File: config.mk
export PLATFORM = sky130hd
export DESIGN_NAME = branch_predict_unit_flat
export DESIGN_NICKNAME = d
export VERILOG_FILES = /design/src/rtl/branch_predict_unit_if.sv /design/src/rtl/branch_predict_unit.sv /design/src/flat_wrapper.sv
export SDC_FILE = /design/constraint.sdc
export NUM_CORES = 1
export LEC_CHECK = 0
export BUFFER_PORTS_ARGS = -buffer_cell sky130_fd_sc_hd__buf_2
export CORE_ASPECT_RATIO = 0.8
export CORE_MARGIN = 3
export CORE_UTILIZATION = 55
export DETAILED_ROUTE_END_ITERATION = 12
export HOLD_SLACK_MARGIN = 0.15
export PLACE_DENSITY = 0.92
export SLEW_MARGIN = 20
export SYNTH_ARGS = -nofsm -noshare
export SYNTH_HDL_FRONTEND = slang
export SYNTH_SLANG_ARGS = --single-unit
File: constraint.sdc
create_clock -name clk -period 4.37 [get_ports clk]
set_input_delay 0.6555 -clock clk [delete_from_list [all_inputs] [get_ports clk]]
set_output_delay 0.6555 -clock clk [all_outputs]
set_load 0.01 [all_outputs]
File: src/rtl/branch_predict_unit_if.sv
// Pipeline-side bundle for branch_predict_unit: IF lookup, EX resolve inputs and hazard outputs.
// Perf counter signals exist only when BRANCH_PERF_CNT_EN is defined.
interface branch_predict_unit_if #(
  parameter int XLEN = 32
);
  logic [XLEN-1:0] if_pc;
  logic            if_pred_taken;
  logic            ex_valid;
  logic            ex_stall;
  logic [1:0]      pc_sel;
  logic [2:0]      branch_op;
  logic [XLEN-1:0] data1;
  logic [XLEN-1:0] data2;
  logic [XLEN-1:0] ex_pc;
  logic [XLEN-1:0] ex_target;
  logic            ex_pred_taken;
  logic            is_branch;
  logic            mispredict;
  logic [XLEN-1:0] redirect_pc;
`ifdef BRANCH_PERF_CNT_EN
  logic [31:0]     perf_branches;
  logic [31:0]     perf_mispredicts;

  modport master (
    output if_pc, ex_valid, ex_stall, pc_sel, branch_op, data1, data2,
           ex_pc, ex_target, ex_pred_taken,
    input  if_pred_taken, is_branch, mispredict, redirect_pc,
           perf_branches, perf_mispredicts
  );
  modport slave (
    input  if_pc, ex_valid, ex_stall, pc_sel, branch_op, data1, data2,
           ex_pc, ex_target, ex_pred_taken,
    output if_pred_taken, is_branch, mispredict, redirect_pc,
           perf_branches, perf_mispredicts
  );
`else
  modport master (
    output if_pc, ex_valid, ex_stall, pc_sel, branch_op, data1, data2,
           ex_pc, ex_target, ex_pred_taken,
    input  if_pred_taken, is_branch, mispredict, redirect_pc
  );
  modport slave (
    input  if_pc, ex_valid, ex_stall, pc_sel, branch_op, data1, data2,
           ex_pc, ex_target, ex_pred_taken,
    output if_pred_taken, is_branch, mispredict, redirect_pc
  );
`endif
endinterface

File: src/rtl/branch_predict_unit.sv
// EX-stage branch resolver with a PC-indexed saturating-counter BHT; mispredict/redirect are combinational.
// Optional perf counters are enabled by defining BRANCH_PERF_CNT_EN.
module branch_predict_unit #(
  parameter int XLEN        = 32,
  parameter int BHT_ENTRIES = 64,
  parameter int CNT_BITS    = 2
) (
  input logic                clk,
  input logic                rst,
  branch_predict_unit_if.slave bp
);
  localparam int IDX_W = $clog2(BHT_ENTRIES);
  localparam logic [CNT_BITS-1:0] CNT_INIT = CNT_BITS'((1 << (CNT_BITS - 1)) - 1);
  localparam logic [CNT_BITS-1:0] CNT_MAX  = '1;

  logic [CNT_BITS-1:0] bht_q [BHT_ENTRIES];
  logic [CNT_BITS-1:0] cnt_d;
  logic [IDX_W-1:0]    if_idx;
  logic [IDX_W-1:0]    ex_idx;
  logic                cmp_taken;
  logic                taken;
  logic                train;
  logic                unused_if_pc;

  assign if_idx = bp.if_pc[IDX_W+1:2];
  assign ex_idx = bp.ex_pc[IDX_W+1:2];
  assign unused_if_pc = ^{bp.if_pc[XLEN-1:IDX_W+2], bp.if_pc[1:0]};

  always_comb begin
    cmp_taken = 1'b0;
    case (bp.branch_op)
      3'b000:  cmp_taken = (bp.data1 == bp.data2);
      3'b001:  cmp_taken = (bp.data1 != bp.data2);
      3'b100:  cmp_taken = ($signed(bp.data1) <  $signed(bp.data2));
      3'b101:  cmp_taken = ($signed(bp.data1) >= $signed(bp.data2));
      3'b110:  cmp_taken = (bp.data1 <  bp.data2);
      3'b111:  cmp_taken = (bp.data1 >= bp.data2);
      default: cmp_taken = 1'b0;
    endcase
  end

  assign taken = bp.ex_valid & ((bp.pc_sel == 2'b10) | ((bp.pc_sel == 2'b01) & cmp_taken));
  assign train = bp.ex_valid & ~bp.ex_stall & (bp.pc_sel == 2'b01);

  assign bp.is_branch     = taken;
  assign bp.mispredict    = bp.ex_valid & ~bp.ex_stall & (taken != bp.ex_pred_taken);
  assign bp.redirect_pc   = taken ? bp.ex_target : bp.ex_pc + XLEN'(4);
  // Lookup reads the registered table, so a same-cycle update is not bypassed.
  assign bp.if_pred_taken = bht_q[if_idx][CNT_BITS-1];

  always_comb begin
    cnt_d = bht_q[ex_idx];
    if (taken) begin
      if (cnt_d != CNT_MAX) cnt_d = cnt_d + CNT_BITS'(1);
    end else begin
      if (cnt_d != '0) cnt_d = cnt_d - CNT_BITS'(1);
    end
  end

  always_ff @(posedge clk or posedge rst) begin
    if (rst) begin
      for (int i = 0; i < BHT_ENTRIES; i++) bht_q[i] <= CNT_INIT;
    end else if (train) begin
      bht_q[ex_idx] <= cnt_d;
    end
  end

`ifdef BRANCH_PERF_CNT_EN
  logic [31:0] perf_br_q, perf_br_d;
  logic [31:0] perf_mp_q, perf_mp_d;
  logic        jump_evt;

  assign jump_evt  = bp.ex_valid & ~bp.ex_stall & (bp.pc_sel == 2'b10);
  assign perf_br_d = perf_br_q + 32'(train | jump_evt);
  assign perf_mp_d = perf_mp_q + 32'(bp.mispredict);

  always_ff @(posedge clk or posedge rst) begin
    if (rst) begin
      perf_br_q <= '0;
      perf_mp_q <= '0;
    end else begin
      perf_br_q <= perf_br_d;
      perf_mp_q <= perf_mp_d;
    end
  end

  assign bp.perf_branches    = perf_br_q;
  assign bp.perf_mispredicts = perf_mp_q;
`endif
endmodule

File: src/flat_wrapper.sv
// flat-port wrapper written by rule: the top's interface ports become plain ports
module branch_predict_unit_flat 
#(
  parameter int XLEN        = 32,
  parameter int BHT_ENTRIES = 64,
  parameter int CNT_BITS    = 2
)
  (clk, rst, bp_if_pc, bp_ex_valid, bp_ex_stall, bp_pc_sel, bp_branch_op, bp_data1, bp_data2, bp_ex_pc, bp_ex_target, bp_ex_pred_taken, bp_if_pred_taken, bp_is_branch, bp_mispredict, bp_redirect_pc);
  branch_predict_unit_if #(.XLEN(XLEN)) bp_i ();
  input logic clk;
  input logic rst;
  input wire logic [$bits(bp_i.if_pc)-1:0] bp_if_pc;
  input wire logic [$bits(bp_i.ex_valid)-1:0] bp_ex_valid;
  input wire logic [$bits(bp_i.ex_stall)-1:0] bp_ex_stall;
  input wire logic [$bits(bp_i.pc_sel)-1:0] bp_pc_sel;
  input wire logic [$bits(bp_i.branch_op)-1:0] bp_branch_op;
  input wire logic [$bits(bp_i.data1)-1:0] bp_data1;
  input wire logic [$bits(bp_i.data2)-1:0] bp_data2;
  input wire logic [$bits(bp_i.ex_pc)-1:0] bp_ex_pc;
  input wire logic [$bits(bp_i.ex_target)-1:0] bp_ex_target;
  input wire logic [$bits(bp_i.ex_pred_taken)-1:0] bp_ex_pred_taken;
  output wire logic [$bits(bp_i.if_pred_taken)-1:0] bp_if_pred_taken;
  output wire logic [$bits(bp_i.is_branch)-1:0] bp_is_branch;
  output wire logic [$bits(bp_i.mispredict)-1:0] bp_mispredict;
  output wire logic [$bits(bp_i.redirect_pc)-1:0] bp_redirect_pc;
  assign bp_i.if_pc = bp_if_pc;
  assign bp_i.ex_valid = bp_ex_valid;
  assign bp_i.ex_stall = bp_ex_stall;
  assign bp_i.pc_sel = bp_pc_sel;
  assign bp_i.branch_op = bp_branch_op;
  assign bp_i.data1 = bp_data1;
  assign bp_i.data2 = bp_data2;
  assign bp_i.ex_pc = bp_ex_pc;
  assign bp_i.ex_target = bp_ex_target;
  assign bp_i.ex_pred_taken = bp_ex_pred_taken;
  assign bp_if_pred_taken = bp_i.if_pred_taken;
  assign bp_is_branch = bp_i.is_branch;
  assign bp_mispredict = bp_i.mispredict;
  assign bp_redirect_pc = bp_i.redirect_pc;
  branch_predict_unit #(.XLEN(XLEN), .BHT_ENTRIES(BHT_ENTRIES), .CNT_BITS(CNT_BITS)) u_core (.clk(clk), .rst(rst), .bp(bp_i));
endmodule
Yosys cells after proc, flatten, opt, wreduce, memory -nomap -nowiden
Index checks and enable logic that the tools add are counted.

storage, ports and cells
  bits in registers = 128
  bits of input ports = 170
  output and inout bits = 35

operators by class
  add/sub/neg operators = 3
  order comparisons = 7
  eq/ne operators = 11
  muxes and demuxes = 14
  bitwise logic cells = 9
  reductions and logical operators = 3

operator list
  cell                                                                    number
  128-bit bitwise mux                                                     1
  32-bit >= comparator                                                    2
  32-bit < comparator                                                     2
  32-bit by 3-bit adder with 32-bit output (second input constant)        1
  32-bit equality test                                                    1
  32-bit two-way mux                                                      1
  32-bit != test                                                          1
  2-bit binary-select mux with 6-bit select                               2
  2-bit two-way mux                                                       8
  7-bit >= comparator (second input constant)                             2
  6-bit inverter with 7-bit output                                        2
  2-bit demux with 6-bit select                                           1
  3-bit equality test (second input constant)                             4
  7-bit by 1-bit < comparator with 1-bit output (second input constant)   1
  1-bit one-hot mux with 6 select lines                                   1
  1-bit AND                                                               5
  3-bit by 1-bit equality test with 1-bit output (second input constant)  1
  3-bit zero test                                                         1
  2-bit by 1-bit adder with 2-bit output (second input constant)          1
  2-bit by 1-bit equality test with 1-bit output (second input constant)  1
  2-bit equality test (second input constant)                             1
  2-bit != test (second input constant)                                   1
  2-bit nonzero test                                                      1
  2-bit by 1-bit subtractor with 2-bit output (second input constant)     1
  4 further kinds                                                         4

Logic depth before layout (Yosys ltp)
Gate-level depths: netlist (run 1).

  depth after elaboration = 8
  depth in mapped cells = 15

Worst setup path after synthesis (run 1)
OpenSTA, ideal clock, no wires.

  path type = input to output
  start = input bp_data2[14]
  end = output bp_redirect_pc[11]
  arrival time = 3.130 ns
  slack = 0.585 ns
  stages on the path = 13
  buffers on the path = 2
  cells stage by stage = inv_1 ha_1 nand4_1 nor4_1 a221oi_1 a21oi_1 nor4_1 o311ai_1 a21bo_2 buf_2 buf_2 nor2_1 a21oi_1

on the way
  word-level cells in the longest chain between the ends = 6

RTL lines
  item                                          line                       text
  from (decl)                                   flat_wrapper.sv:18         input wire logic [$bits(bp_i.data2)-1:0] bp_data2;
  32-bit >= comparator (tied with other cells)  branch_predict_unit.sv:37  3'b111: cmp_taken = (bp.data1 >= bp.data2);
  1-bit one-hot mux with 6 select lines (*)     branch_predict_unit.sv:31  case (bp.branch_op)
  1-bit AND (*)                                 branch_predict_unit.sv:42  assign taken = bp.ex_valid & ((bp.pc_sel == 2'b10) | ((bp.pc_sel == 2'b01) & cmp_taken));
  1-bit OR (*)                                  branch_predict_unit.sv:42
  1-bit AND (*)                                 branch_predict_unit.sv:42
  32-bit two-way mux (*)                        branch_predict_unit.sv:47  assign bp.redirect_pc = taken ? bp.ex_target : bp.ex_pc + XLEN'(4);
  to (decl)                                     flat_wrapper.sv:25         output wire logic [$bits(bp_i.redirect_pc)-1:0] bp_redirect_pc;

Every way passes the cells marked *; elsewhere a longest branch is shown, timed or not.

Final worst setup path (run 1)
  start = input bp_data2[23]
  end = output bp_redirect_pc[1]

Same word-level chain as after synthesis.

==> results.py, run 1 <==
metrics = {
    "timing": {
        "drv_slew": 0,
        "finalCritPeriodShare_pct": 96.8,
        "slew_headroom_pct": 32.1,
        "worst_pin_slew_ns": 1.02,
        "max_freq_mhz": 236,
        "hold_viol": 0,
        "tns_ns": 0,
        "fin_skew_ns": 0.0123,
        "worst_slack_ns": 0.139,
        "min_period_ns": 4.23,
        "setup_viol": 0,
    },
    "clock_network": {
        "cts_tree": "yes",
        "root_buffer": "clkbuf_16",
        "h-tree-depth": 4,
        "path_clk_slew_ns": 0.05,
        "clock_path_buffers": 2,
        "numCtsBuffers": 17,
        "clock-sinks": 128,
        "clk_latency_ns": 0.43,
    },
    "drt": {
        "drc": 0,
        "vias_per_cell": 6.17,
        "num_vias": 8415,
        "drt_iter0_drc": 946,
        "dr.pass1.iters": 6,
        "ant_nets": 0,
        "drt_wl_total_microns": 26000,
        "wire_per_inst_microns": 19.1,
    },
    "placement": {
        "routabilityCongestion": 0.959,
        "placed_cell_area_sq_um": 9730,
        "port-buffer-count": 178,
        "hpwl_microns": 17900,
        "pre_cts_slack_ns": 0.103,
    },
    "yosys": {
        "synth_seq_cells": 128,
        "synth.distinct_cells": 56,
        "syn_avg_cell_area_sq_um": 8.98,
        "synth_area_sq_um": 8580,
        "yosysSeqAreaShare_pct": 38.3,
        "ys_warn_count": 0,
        "synth_edf_count": 0,
        "synth_flop_cell": "dfstp_2",
        "synth_fp_nets": 1158,
        "async_flop_share_pct": 100,
        "synth_cells": 955,
    },
    "cells_and_area": {
        "nets": 1344,
        "syn2layout_area_growth_pct": 21.5,
        "layout-drive-gt1-share_pct": 33.6,
        "largest_reg_flops": 128,
        "fin_area_sq_um": 10400,
        "seqCellArea_sq_um": 3280,
        "regMostFlops": "u_core.bht_q",
        "layout_commonest_cell": "nor2_1",
        "insertedDiodeCount": 0,
        "top_regs": "u_core.bht_q: 128 flops",
        "final_cell_mix": "181 x nor2_1, 178 x buf_2, 109 x a21oi_1, 99 x nand2_1",
        "multi_input_area_sq_um": 4870,
        "fillers": 1085,
    },
    "hold_path": {
        "min_from": "u_core.bht_q[88]",
        "hold_class": "reg -> reg",
        "whs_endpoint": "u_core.bht_q[88]",
        "whs_path_depth": 2,
    },
    "critical_path": {
        "worstSetupStartpointType": "input pin",
        "timing.rr.end": "u_core.bht_q[52]",
        "reg2reg_from": "u_core.bht_q[89]",
        "cp-end-kind": "primary output",
        "critical_path_class": "in -> out",
        "crit_top_cell": "buf_2",
        "worstPathArrival_ns": 3.58,
        "required_ns": 3.71,
        "worstSetupStartpoint": "bp_data2[23]",
        "reg2reg_depth": 9,
        "worstPathCellList": "buf_2 > inv_1 > ha_1 > nand4_1 > or4_1 > a21oi_1 > nor4_2 > o311ai_2 > a21bo_4 > buf_4 > mux2_2 > buf_2",
        "crit_fanout": 10,
        "slowest_stage": "or4_1",
        "reg2reg_slack_ns": 1.00,
        "cpPeakStageDelay_ns": 0.60,
    },
    "status": {
        "status": "completed",
    },
    "global_routing": {
        "antenna_found_initial": 1,
        "grt_use_total_pct": 30.0,
        "grt_overflow": 0,
        "grt_max_degree": 85,
        "grt_pass1_vias": 8364,
        "grt_pass1_wl_microns": 41400,
    },
    "job": {
        "max_cap_viol_count": 0,
    },
    "floorplanning": {
        "die_y_microns": 118,
        "core_sq_um": 15200,
        "start_util_pct": 56.6,
        "io_pins": 205,
        "die_area_sq_um": 17100,
        "die_w_microns": 146,
        "rows": 40,
    },
    "power": {
        "comb_power_share_pct": 16.4,
        "sequentialPowerShare_pct": 37.9,
        "clkPwrFrac_pct": 45.7,
        "p_sw_share_pct": 26.3,
        "power_leakage_nw": 4.54,
        "p_int_mw": 2.50,
        "p_sw_mw": 0.891,
        "max-vdd-ir-drop_v": 0.000238,
        "p_per_area_nw_per_um2": 326,
    },
}
## power groups by stage
stage,sequential (mW),clock (mW),combinational (mW)
2_1_floorplan,1.29,0,0.348
3_5_place_dp,1.30,0,0.539
4_1_cts,1.28,1.54,0.545
3_3_place_gp,1.30,0,0.522
6_report,1.28,1.55,0.558
5_1_grt,1.29,1.60,0.611
## Yosys cell counts (all sizes together), types with 11 or more instances
| cell type | count | area, sq um |
|---|---|---|
| mux2 | 17 | 191 |
| a21oi | 121 | 651 |
| xnor2 | 14 | 123 |
| dfrtp | 64 | 1600 |
| ha | 33 | 413 |
| a211oi | 18 | 135 |
| o21ai | 54 | 270 |
| nand4 | 11 | 68.8 |
| dfstp | 64 | 1680 |
| nand3 | 24 | 120 |
| buf | 37 | 273 |
| a22oi | 11 | 82.6 |
| inv | 38 | 143 |
| and3 | 15 | 93.8 |
| nor2 | 181 | 679 |
| nand2 | 100 | 378 |
| xor2 | 16 | 140 |
| mux4 | 35 | 788 |
## how the worst max path moves through the flow
| stage | cells after the start | slack, ns | to |
|---|---|---|---|
| floorplan | 1 | 0.41 | u_core.bht_q[101] |
| global placement | 13 | 0.15 | bp_redirect_pc[0] |
| detailed placement | 14 | 0.10 | bp_redirect_pc[18] |
| CTS | 14 | 0.07 | bp_redirect_pc[18] |
| global route | 15 | -0.02 | bp_redirect_pc[13] |
| finish | 12 | 0.14 | bp_redirect_pc[1] |
## cells by family (layout without fill, tap and decap cells)
kind of cell,after synthesis,after routing,share of synthesized area (%)
simple gates,377,377,19.2
flops,128,128,38.3
xor+xnor,30,30,3.06
mux,61,61,12.5
fa+ha+maj,35,35,5.08
buf+inv,86,285,5.34
compound gates,238,238,16.5
## critical path, delay by kind of cell
family                     cells  cell delay, ns
buffers and inverters          4            0.46
AOI/OAI and AO/OA              3            0.89
muxes                          1            0.34
adders and majority gates      1            0.30
and+or+nand+nor                3            0.93
## final cells by class
cell class                 count  share of cell area, %
multi-input combinational    741                   46.7
sequential                   128                   31.5
timing repair buffer         214                   11.6
clock buffer                  23                   4.68
tap                          210                   2.52
clock inverter                 9                   1.48
inverter                      39                   1.44
## through the flow
stage	hold slack (ns)	utilization, %	instances	power (mW)
after floorplan	0.441	-	955	1.63
after global placement	0.450	64.1	1330	1.82
after detailed placement	0.458	64.1	1330	1.84
after CTS	0.466	68.4	1362	3.37
after global routing	0.489	68.7	1364	3.50
final	0.464	68.7	1364	3.39
## per-layer routing
| layer | track usage, % | part of all wire (%) |
|---|---|---|
| met5 | 0 | 0.12 |
| met4 | 11.1 | 3.4 |
| met3 | 8.70 | 11 |
| met2 | 49.5 | 48 |
| met1 | 37.7 | 38 |
## timing repair
| action | CTS | global route |
|---|---|---|
| setup buffers | 0 | 2 |
| gates resized for setup | 0 | 5 |
| setup endpoints to repair | 0 | 33 |
| hold buffers | 0 | 0 |
(Power assumes the default switching activity.)
==> run 2, diff against run 1 <==
- BUFFER_PORTS_ARGS: -buffer_cell sky130_fd_sc_hd__buf_2 -> default
- CORE_UTILIZATION: 55 -> 65
- DONT_BUFFER_PORTS: default -> 1
- PLACE_DENSITY: 0.92 -> 0.77
==> run 2 against run 1 <==
Final cell count is 17% lower. Flip-flop and latch count did not move. Largest power group unchanged. Via count fell by 9.2%. Hold slack got worse by 0.23 ns. Register-to-register slack better by 0.11 ns. Sequential power about the same. Worst setup slack better by 0.014 ns. Utilization is 6.1 points higher. First-iteration DRC count down 7.0%. Non-clock buffer count down 189. Count of clock-buffer cells in the layout fell by 5. Highest routed layer is now met4. Die area is 15% lower.
==> results.py, run 2 (synthesis results as in run 1) <==
metrics = {
    "job": {
        "max_cap_viol_count": 0,
    },
    "critical_path": {
        "timing.rr.end": "u_core.bht_q[125]",
        "slowest_stage": "or4_1",
        "reg2reg_depth": 9,
        "worstPathArrival_ns": 3.56,
        "critPathTopFamily": "simple AND/OR/NAND/NOR gates",
        "crit_buf_inv": 3,
        "cp-end-kind": "primary output",
        "critical_path_class": "in -> out",
        "reg2reg_from": "u_core.bht_q[83]",
        "cp-endpoint": "bp_redirect_pc[6]",
        "crit_fanout": 66,
        "cpPeakStageDelay_ns": 0.58,
        "worstPathCellList": "inv_1 > ha_1 > nand4_1 > or4_1 > a21oi_2 > nor4_1 > o311ai_2 > a21bo_2 > buf_12 > nor2_1 > a21oi_1 > buf_4",
        "worstSetupStartpoint": "bp_data2[31]",
        "reg2reg_slack_ns": 1.11,
        "crit_cells": 12,
        "required_ns": 3.71,
        "worstSetupStartpointType": "input pin",
    },
    "power": {
        "comb_power_share_pct": 13.2,
        "power_mw": 3.18,
        "p_int_mw": 2.33,
        "p_sw_mw": 0.850,
        "max-vdd-ir-drop_v": 0.000352,
        "p_per_area_nw_per_um2": 340,
        "power_leakage_nw": 3.77,
        "clkPwrFrac_pct": 46.5,
        "sequentialPowerShare_pct": 40.3,
        "p_sw_share_pct": 26.7,
    },
    "drt": {
        "vias_per_cell": 6.73,
        "dr.pass1.iters": 5,
        "drt_wl_total_microns": 25000,
        "drc": 0,
        "ant_nets": 0,
        "wire_per_inst_microns": 22.0,
        "drt_iter0_drc": 880,
        "num_vias": 7645,
    },
    "floorplanning": {
        "die_w_microns": 134,
        "io_pins": 205,
        "core_sq_um": 12500,
        "rows": 36,
        "die_y_microns": 109,
        "die_area_sq_um": 14600,
        "start_util_pct": 68.5,
    },
    "timing": {
        "max_freq_mhz": 237,
        "hold_ws_ns": 0.231,
        "drv_slew": 0,
        "setup_viol": 0,
        "worst_pin_slew_ns": 0.830,
        "min_period_ns": 4.22,
        "tns_ns": 0,
        "fin_skew_ns": 0.00881,
        "finalCritPeriodShare_pct": 96.5,
        "hold_viol": 0,
        "slew_headroom_pct": 44.5,
    },
    "global_routing": {
        "grt_use_total_pct": 34.6,
        "grt_max_degree": 129,
        "antenna_found_initial": 0,
        "grt_pass1_wl_microns": 39100,
        "grt_overflow": 0,
        "grt_pass1_vias": 7539,
    },
    "clock_network": {
        "clock_path_buffers": 2,
        "numCtsBuffers": 17,
        "clk_latency_ns": 0.43,
        "postCtsHoldBufs": 0,
        "h-tree-depth": 4,
        "cts_tree": "yes",
        "clock-sinks": 128,
        "root_buffer": "clkbuf_16",
        "path_clk_slew_ns": 0.06,
    },
    "cells_and_area": {
        "seqCellArea_sq_um": 3280,
        "layout-drive-gt1-share_pct": 20.6,
        "top_regs": "u_core.bht_q: 128 flops",
        "final_cell_mix": "181 x nor2_1, 108 x a21oi_1, 99 x nand2_1, 64 x dfstp_2, 64 x dfrtp_1",
        "syn2layout_area_growth_pct": 9.18,
        "fillers": 898,
        "multi_input_area_sq_um": 4850,
        "post-route-util_pct": 74.8,
        "largest_reg_flops": 128,
        "regMostFlops": "u_core.bht_q",
        "nets": 1155,
        "fin_area_sq_um": 9360,
        "layout_commonest_cell": "nor2_1",
        "insertedDiodeCount": 0,
    },
    "placement": {
        "port-buffer-count": 0,
        "routabilityCongestion": 0.940,
        "placed_cell_area_sq_um": 8730,
        "hpwl_microns": 17500,
    },
    "hold_path": {
        "hold_class": "in -> async",
    },
    "status": {
        "status": "completed",
    },
}
==> run 2: cell types whose count changed in the layout (fill, tap and decap cells not counted), sizes merged <==
cell | previous run | this run
clkinv | 4 | 8
clkbuf | 23 | 18
inv | 38 | 41
clkinvlp | 2 | 1
buf | 214 | 25
bufinv | 4 | 3
==> run 2: what timing repair did <==
action                     4_1_cts  5_1_grt
resized for setup                0        3
setup endpoints to repair        0       32
buffers inserted                 0        0
==> run 2: power by group through the flow <==
stage / sequential (mW) / clock, mW / combinational, mW
after floorplan: 1.29 / 0 / 0.348
after global placement: 1.29 / 0 / 0.397
after detailed placement: 1.30 / 0 / 0.411
after CTS: 1.28 / 1.49 / 0.414
after global routing: 1.29 / 1.55 / 0.458
final: 1.28 / 1.48 / 0.419
==> run 2: worst min path at each step <==
stage / slack, ns / to / from
floorplan: 0.44 / u_core.bht_q[0] / u_core.bht_q[0]
CTS: 0.30 / u_core.bht_q[91] / rst
finish: 0.23 / u_core.bht_q[83] / rst
global route: 0.32 / u_core.bht_q[91] / rst
global placement: 0.45 / u_core.bht_q[16] / u_core.bht_q[16]
detailed placement: 0.46 / u_core.bht_q[0] / u_core.bht_q[0]
==> run 2: area by class of cell <==
type	instances	area share, %
timing repair buffer	25	2.67
sequential	128	35.1
clock buffer	18	4.58
multi-input combinational	741	51.9
tap	171	2.29
inverter	39	1.60
clock inverter	14	1.94
==> run 2: through the flow <==
step / instances / setup slack, ns
after floorplan: 955 / 0.408
after global routing: 1136 / -0.111
after detailed placement: 1104 / 0.162
final: 1136 / 0.153
after global placement: 1104 / 0.250
after CTS: 1136 / 0.122
==> run 2: layer usage <==
metal | wire [microns] | track usage [%] | up-vias
met5 | 0 | 0 | -
met4 | 1230 | 16.9 | 0
met3 | 2960 | 11.5 | 112
met2 | 11500 | 54.8 | 528
met1 | 9400 | 43.1 | 3600
li1 | - | - | 3405
